<file path="src/rtl/reg_file_2r1w.sv">
// ---------------------------------------------------------------------------
// reg_file_2r1w
//
// General-purpose register file for the single-cycle CPU: 2**DEPTH_LOG2
// entries of WIDTH bits, one write port, two operand read ports and one
// debug read port. Register 0 is hardwired to zero and has no storage.
//
// The write-back word is steered into exactly one register by a one-hot
// decode of the destination number. Reads are purely combinational.
//
// Parameters
//   WIDTH       data width of every register and data port
//   DEPTH_LOG2  register-number width (file holds 2**DEPTH_LOG2 entries)
//   BYPASS      1: qa/qb return same-cycle write data on an address match
//               0: qa/qb return stored contents only
//
// Ports
//   clk     clock, writes commit on the rising edge
//   clrn    asynchronous active-low reset (clears r1..rN and wr_cnt)
//   rna     read port A register number   -> qa
//   rnb     read port B register number   -> qb
//   rnd     debug read register number    -> qd (never bypassed)
//   we      write enable
//   wn      destination register number
//   d       write data
//   wr_cnt  number of committed writes to non-zero registers (wraps)
// ---------------------------------------------------------------------------
module reg_file_2r1w #(
  parameter int WIDTH      = 32,
  parameter int DEPTH_LOG2 = 5,
  parameter int BYPASS     = 0
) (
  input  logic                  clk,
  input  logic                  clrn,
  input  logic [DEPTH_LOG2-1:0] rna,
  input  logic [DEPTH_LOG2-1:0] rnb,
  input  logic [DEPTH_LOG2-1:0] rnd,
  input  logic                  we,
  input  logic [DEPTH_LOG2-1:0] wn,
  input  logic [WIDTH-1:0]      d,
  output logic [WIDTH-1:0]      qa,
  output logic [WIDTH-1:0]      qb,
  output logic [WIDTH-1:0]      qd,
  output logic [31:0]           wr_cnt
);

  localparam int DEPTH  = 1 << DEPTH_LOG2;
  localparam bit BYP_EN = (BYPASS != 0);

  // One-hot destination decode. Bit 0 is never set: a write to register 0
  // is discarded, and so is any write while reset is held.
  function automatic logic [DEPTH-1:0] decode_dest(
    input logic                  en,
    input logic [DEPTH_LOG2-1:0] num
  );
    logic [DEPTH-1:0] sel;
    sel = '0;
    if (en && (num != '0)) begin
      sel[num] = 1'b1;
    end
    return sel;
  endfunction

  // Read-port data selection. While reset is asserted every port reads 0,
  // including a bypassed port that would otherwise forward d.
  function automatic logic [WIDTH-1:0] read_sel(
    input logic                  rst_active,
    input logic                  byp_allowed,
    input logic                  wr_commit_i,
    input logic [DEPTH_LOG2-1:0] rd_num,
    input logic [DEPTH_LOG2-1:0] wr_num,
    input logic [WIDTH-1:0]      wr_data,
    input logic [WIDTH-1:0]      stored
  );
    logic [WIDTH-1:0] res;
    res = stored;
    if (rst_active) begin
      res = '0;
    end else if (byp_allowed && wr_commit_i && (rd_num == wr_num)) begin
      res = wr_data;
    end
    return res;
  endfunction

  logic             wr_commit;
  logic [DEPTH-1:0] wr_onehot;
  logic [WIDTH-1:0] rd_view [DEPTH];
  logic [31:0]      wr_cnt_q;

  // A write commits only when out of reset, enabled, and not aimed at r0.
  assign wr_commit = clrn & we & (wn != '0);
  assign wr_onehot = decode_dest(wr_commit, wn);

  // Register 0 has no storage; its read view is a constant zero.
  assign rd_view[0] = '0;

  // Storage for r1..r(DEPTH-1). Each entry loads only when its decode bit
  // is set, so no other register can change on a write.
  for (genvar i = 1; i < DEPTH; i++) begin : g_entry
    logic [WIDTH-1:0] q;

    always_ff @(posedge clk or negedge clrn) begin
      if (!clrn) begin
        q <= '0;
      end else if (wr_onehot[i]) begin
        q <= d;
      end
    end

    assign rd_view[i] = q;
  end

  // Committed-write counter; wraps silently at 2**32.
  always_ff @(posedge clk or negedge clrn) begin
    if (!clrn) begin
      wr_cnt_q <= '0;
    end else if (wr_commit) begin
      wr_cnt_q <= wr_cnt_q + 32'd1;
    end
  end

  assign wr_cnt = wr_cnt_q;

  // Read ports. The debug port never forwards write data so it always
  // shows committed architectural state.
  always_comb begin
    qa = read_sel(!clrn, BYP_EN, wr_commit, rna, wn, d, rd_view[rna]);
    qb = read_sel(!clrn, BYP_EN, wr_commit, rnb, wn, d, rd_view[rnb]);
    qd = read_sel(!clrn, 1'b0,   wr_commit, rnd, wn, d, rd_view[rnd]);
  end

endmodule

</file>
<file path="config.mk">
export PLATFORM = sky130hd
export DESIGN_NAME = reg_file_2r1w
export DESIGN_NICKNAME = d
export VERILOG_FILES = /design/src/rtl/reg_file_2r1w.sv
export SDC_FILE = /design/constraint.sdc
export NUM_CORES = 2
export LEC_CHECK = 0
export CAP_MARGIN = 15
export CORE_ASPECT_RATIO = 2
export CORE_MARGIN = 3
export CORE_UTILIZATION = 57
export CTS_CLUSTER_DIAMETER = 100
export DETAILED_ROUTE_END_ITERATION = 16
export PLACE_DENSITY = 0.79
export SETUP_SLACK_MARGIN = 0.4
export SLEW_MARGIN = 20
export SYNTH_ARGS = -nofsm -noshare
export SYNTH_HDL_FRONTEND = slang
export SYNTH_SLANG_ARGS = --single-unit
</file>
<file path="constraint.sdc">
create_clock -name clk -period 2.8 [get_ports clk]
set_clock_uncertainty 0.1 [all_clocks]
set_input_delay 0.56 -clock clk [delete_from_list [all_inputs] [get_ports clk]]
set_output_delay 0.56 -clock clk [all_outputs]
set_load 0.02 [all_outputs]
</file>
==> impl_results.md <==
- Status: finished with violations
- Failing checks: negative setup slack
- CTS tree: yes
- PnR worst setup slack: -924 ps
- Finished Layout Cells: between 7000 and 8000
- Num rows: roughly 170
- Initial antenna violation count: 14
- CTS Buf Count: 94
- Worst Reg2Reg Path Length in Cells: 6
- CP Capture Type: output port
- YS warnings: 0
- CORE AREA: around 110000 sq um
- Post-DP Area: about 75000 sq um
- # port buffers: ~180
- Die Width: ~240 um
- Clock buffer depth: 3
- Mapped Area: around 63000 sq um
- VDD IR-drop max: around 0.00053 V
- CP Launch Type: input port
- WP data required: around 2100 ps
- Fillers: approximately 5900
- Clock Sinks: about 1000
- Clock root buffer master: clkbuf_16
- Final count of negative-setup-slack endpoints: 96
- CP startpoint: rnb[0]
- Drt via density: 7.87
- Largest net degree at the start of global routing: 73
- Cell area after layout: roughly 85000 sq um
- Critical R2R Capture: wr_cnt[29]
- Placed insts: roughly 7000
- Final Max Slew Viols: 0
- Placement Setup Slack: -822 ps
- Vias in the first global route: ~60000
- Antenna-violating nets left: 0
- Multi-input gate area: 39500 sq um
- IO Count: roughly 180
- Worst EP arrival: 3060 ps
- Clock slew at reported path FFs: ~80 ps
- R2r startpoint: wr_cnt[7]
- Pwr Density: about 540 nW/um^2
- Hold WC Path Type: in -> async
- Vias: 57800
- Gpl congestion: 1.01
- Area Growth Syn to Fin: 34.1%
- Final core occ: between 70% and 80%
- Die area: 116000 sq um
- Syn avg cell area: ~13 sq um
- WL per Instance: 40.7 um
- Critical path fanouts, max: 13
- Final Cycle Share: 133%
- Final #Nets: 5842
- #FFs+latches synth: just over 1000
- PnR Total Power: about 46 mW
- Max Cap Violations: 0
- Hold Violations, Final: 0
- Syn_nets: between 4000 and 5000
- Initial Util: between 50% and 60%
- First-pass GRT wire length: approximately 400 mm
- Max-slew headroom: between 30% and 40%
- Worst reg2reg setup slack: between 500 and 600 ps
- Async SR Flop Fraction: 100%
- Sequential-to-total area share from yosys stat: between 40% and 50%
- RSZ-0062 raised after global routing: yes
- Final min period: between 3000 and 4000 ps
- Initial DRT Pass Iterations: 7
- DRC viols: 0
- LEAKAGE: about 38 nW
- H-Tree Depth: 3
- Post-synth cell types: 46
- Post-synth EDFFs: 0
- Total GRT Usage: 47.9%
- Storage cell area: 25600 sq um
- CP Class: in -> out
- Predominant post-synthesis flop cell: dfrtp_1
- Worst-Margin Slew: a little under 1000 ps
- Worst-skew pair later-pin latency: about 740 ps
- Iteration-0 DRC Markers: approximately 8900
- Die height: roughly 480 um
- Routed wire length: 299 mm
- Synth Instances: around 4800
- Placed wire-length estimate: ~180 mm
- Fmax: 269 MHz
- Grt total ovfl: 0
- Share of layout cells above drive strength 1: about 65%
==> layout make-up <==
class / instances / area share (%)
repair buffers: 1394 / 17.6
flip-flops and latches: 1024 / 30.1
multi-input cells: 3265 / 46.4
well taps: 1479 / 2.17
diodes: 10 / 0.0294
clock inverters: 47 / 0.545
clock buffers: 123 / 3.09
inverters: 7 / 0.0309
==> report_power, final <==
part / internal [mW] / switching (mW)
sequential: 16.7 / 2.11
combinational: 7.05 / 6.35
clock: 7.30 / 6.36
total: 31.1 / 14.8
==> cell families (layout without fill, tap and decap cells) <==
family	Yosys count	in the layout	share of synthesized area [%]
buf+inv	556	1571	3.73
simple gates	524	524	4.48
mux	2020	2020	42.9
fa+ha+maj	1	1	0.0197
xor+xnor	31	31	0.428
compound gates	689	689	8.03
flops	1024	1024	40.4
other cells	0	10	0
==> worst max-delay path, cell delays in order <==
cell and delay, ps:
buf_16 150, buf_4 180, nand3b_1 200, buf_4 180, buf_8 200, o21ai_0 270, a21oi_1 640, nand3_1 240
o311a_4 250, buf_6 160
==> layout by cell type, fill, tap and decap left out, types with 14 or more instances in the layout <==
| cell type | count |
|---|---|
| clkinv_2 | 25 |
| a221oi_4 | 14 |
| a211o_1 | 30 |
| buf_16 | 28 |
| dlygate4sd2_1 | 32 |
| nand3_2 | 15 |
| o22ai_2 | 45 |
| clkbuf_16 | 103 |
| mux4_2 | 425 |
| buf_8 | 35 |
| o21ai_2 | 22 |
| buf_6 | 160 |
| a221oi_2 | 89 |
| nor2b_2 | 30 |
| nor2b_1 | 128 |
| xnor2_1 | 19 |
| nor2_4 | 24 |
| nor3_2 | 52 |
| mux2i_1 | 222 |
| o221ai_1 | 52 |
| clkbuf_1 | 14 |
| mux2_4 | 72 |
| a21oi_1 | 30 |
| a211oi_2 | 74 |
| a211oi_4 | 39 |
| nand3_1 | 30 |
| o21ai_0 | 56 |
| buf_12 | 211 |
| nand2_1 | 51 |
| o21ai_1 | 39 |
| o311a_4 | 60 |
| o22ai_1 | 38 |
| a221oi_1 | 24 |
| dfrtp_1 | 1020 |
| dlygate4sd3_1 | 15 |
| buf_4 | 860 |
| clkdlybuf4s50_1 | 38 |
| mux2_2 | 1286 |
| nor3_1 | 118 |
| a211oi_1 | 43 |
==> worst max path at each step <==
stage | end | slack, ps
floorplan | qd[15] | 110
finish | qb[28] | -920
global placement | qd[31] | -820
CTS | qd[13] | -610
global route | qb[28] | -820
detailed placement | qd[31] | -820
==> Yosys cell counts, types with 6 or more instances <==
| cell type | instances | area share (%) |
|---|---|---|
| a211o_1 | 31 | 0.43 |
| a211oi_1 | 156 | 1.8 |
| a21oi_1 | 34 | 0.27 |
| a221oi_1 | 127 | 1.8 |
| and3_1 | 7 | 0.069 |
| buf_1 | 34 | 0.20 |
| buf_2 | 154 | 1.2 |
| buf_4 | 21 | 0.25 |
| clkbuf_1 | 339 | 2.0 |
| dfrtp_1 | 1024 | 40 |
| inv_1 | 6 | 0.035 |
| mux2_1 | 9 | 0.16 |
| mux2_2 | 1358 | 24 |
| mux2i_1 | 228 | 3.6 |
| mux4_2 | 425 | 15 |
| nand2_1 | 59 | 0.35 |
| nand2b_1 | 8 | 0.079 |
| nand3_1 | 48 | 0.38 |
| nand4_1 | 7 | 0.069 |
| nor2_1 | 36 | 0.21 |
| nor2b_1 | 167 | 1.6 |
| nor3_1 | 161 | 1.3 |
| nor3_2 | 9 | 0.14 |
| o21ai_0 | 122 | 0.96 |
| o221ai_1 | 60 | 0.83 |
| o22ai_1 | 91 | 0.90 |
| o311a_1 | 60 | 0.95 |
| xnor2_1 | 19 | 0.26 |
| xor2_1 | 12 | 0.17 |
==> sequential cells by signal, indices dropped and copies added (netlist names) <==
register and count:
g_entry.q 992, wr_cnt 32
==> per-stage QoR <==
step | hold WS [ps] | TNS [ps]
2_1_floorplan | 164 | 0
3_3_place_gp | 361 | -65600
3_5_place_dp | 370 | -67090
4_1_cts | 0.859 | -33900
5_1_grt | 24.1 | -42760
6_report | 26.7 | -43570
==> routing by layer <==
metal	share of wire (%)	GRT usage [%]	vias to the layer above
met2	43	71.7	5992
met3	15	17.0	2648
li1	-	-	20900
met1	29	52.3	28300
met4	13	46.3	2
met5	0.028	0.546	-
==> timing repair <==
item	CTS	global route
setup endpoints to repair	128	96
resized for setup	699	297
hold buffers	17	0
pin swaps	103	111
buffers inserted	225	105
cloned	13	6
hold endpoints to repair	180	0
(Power assumes the default switching activity.)
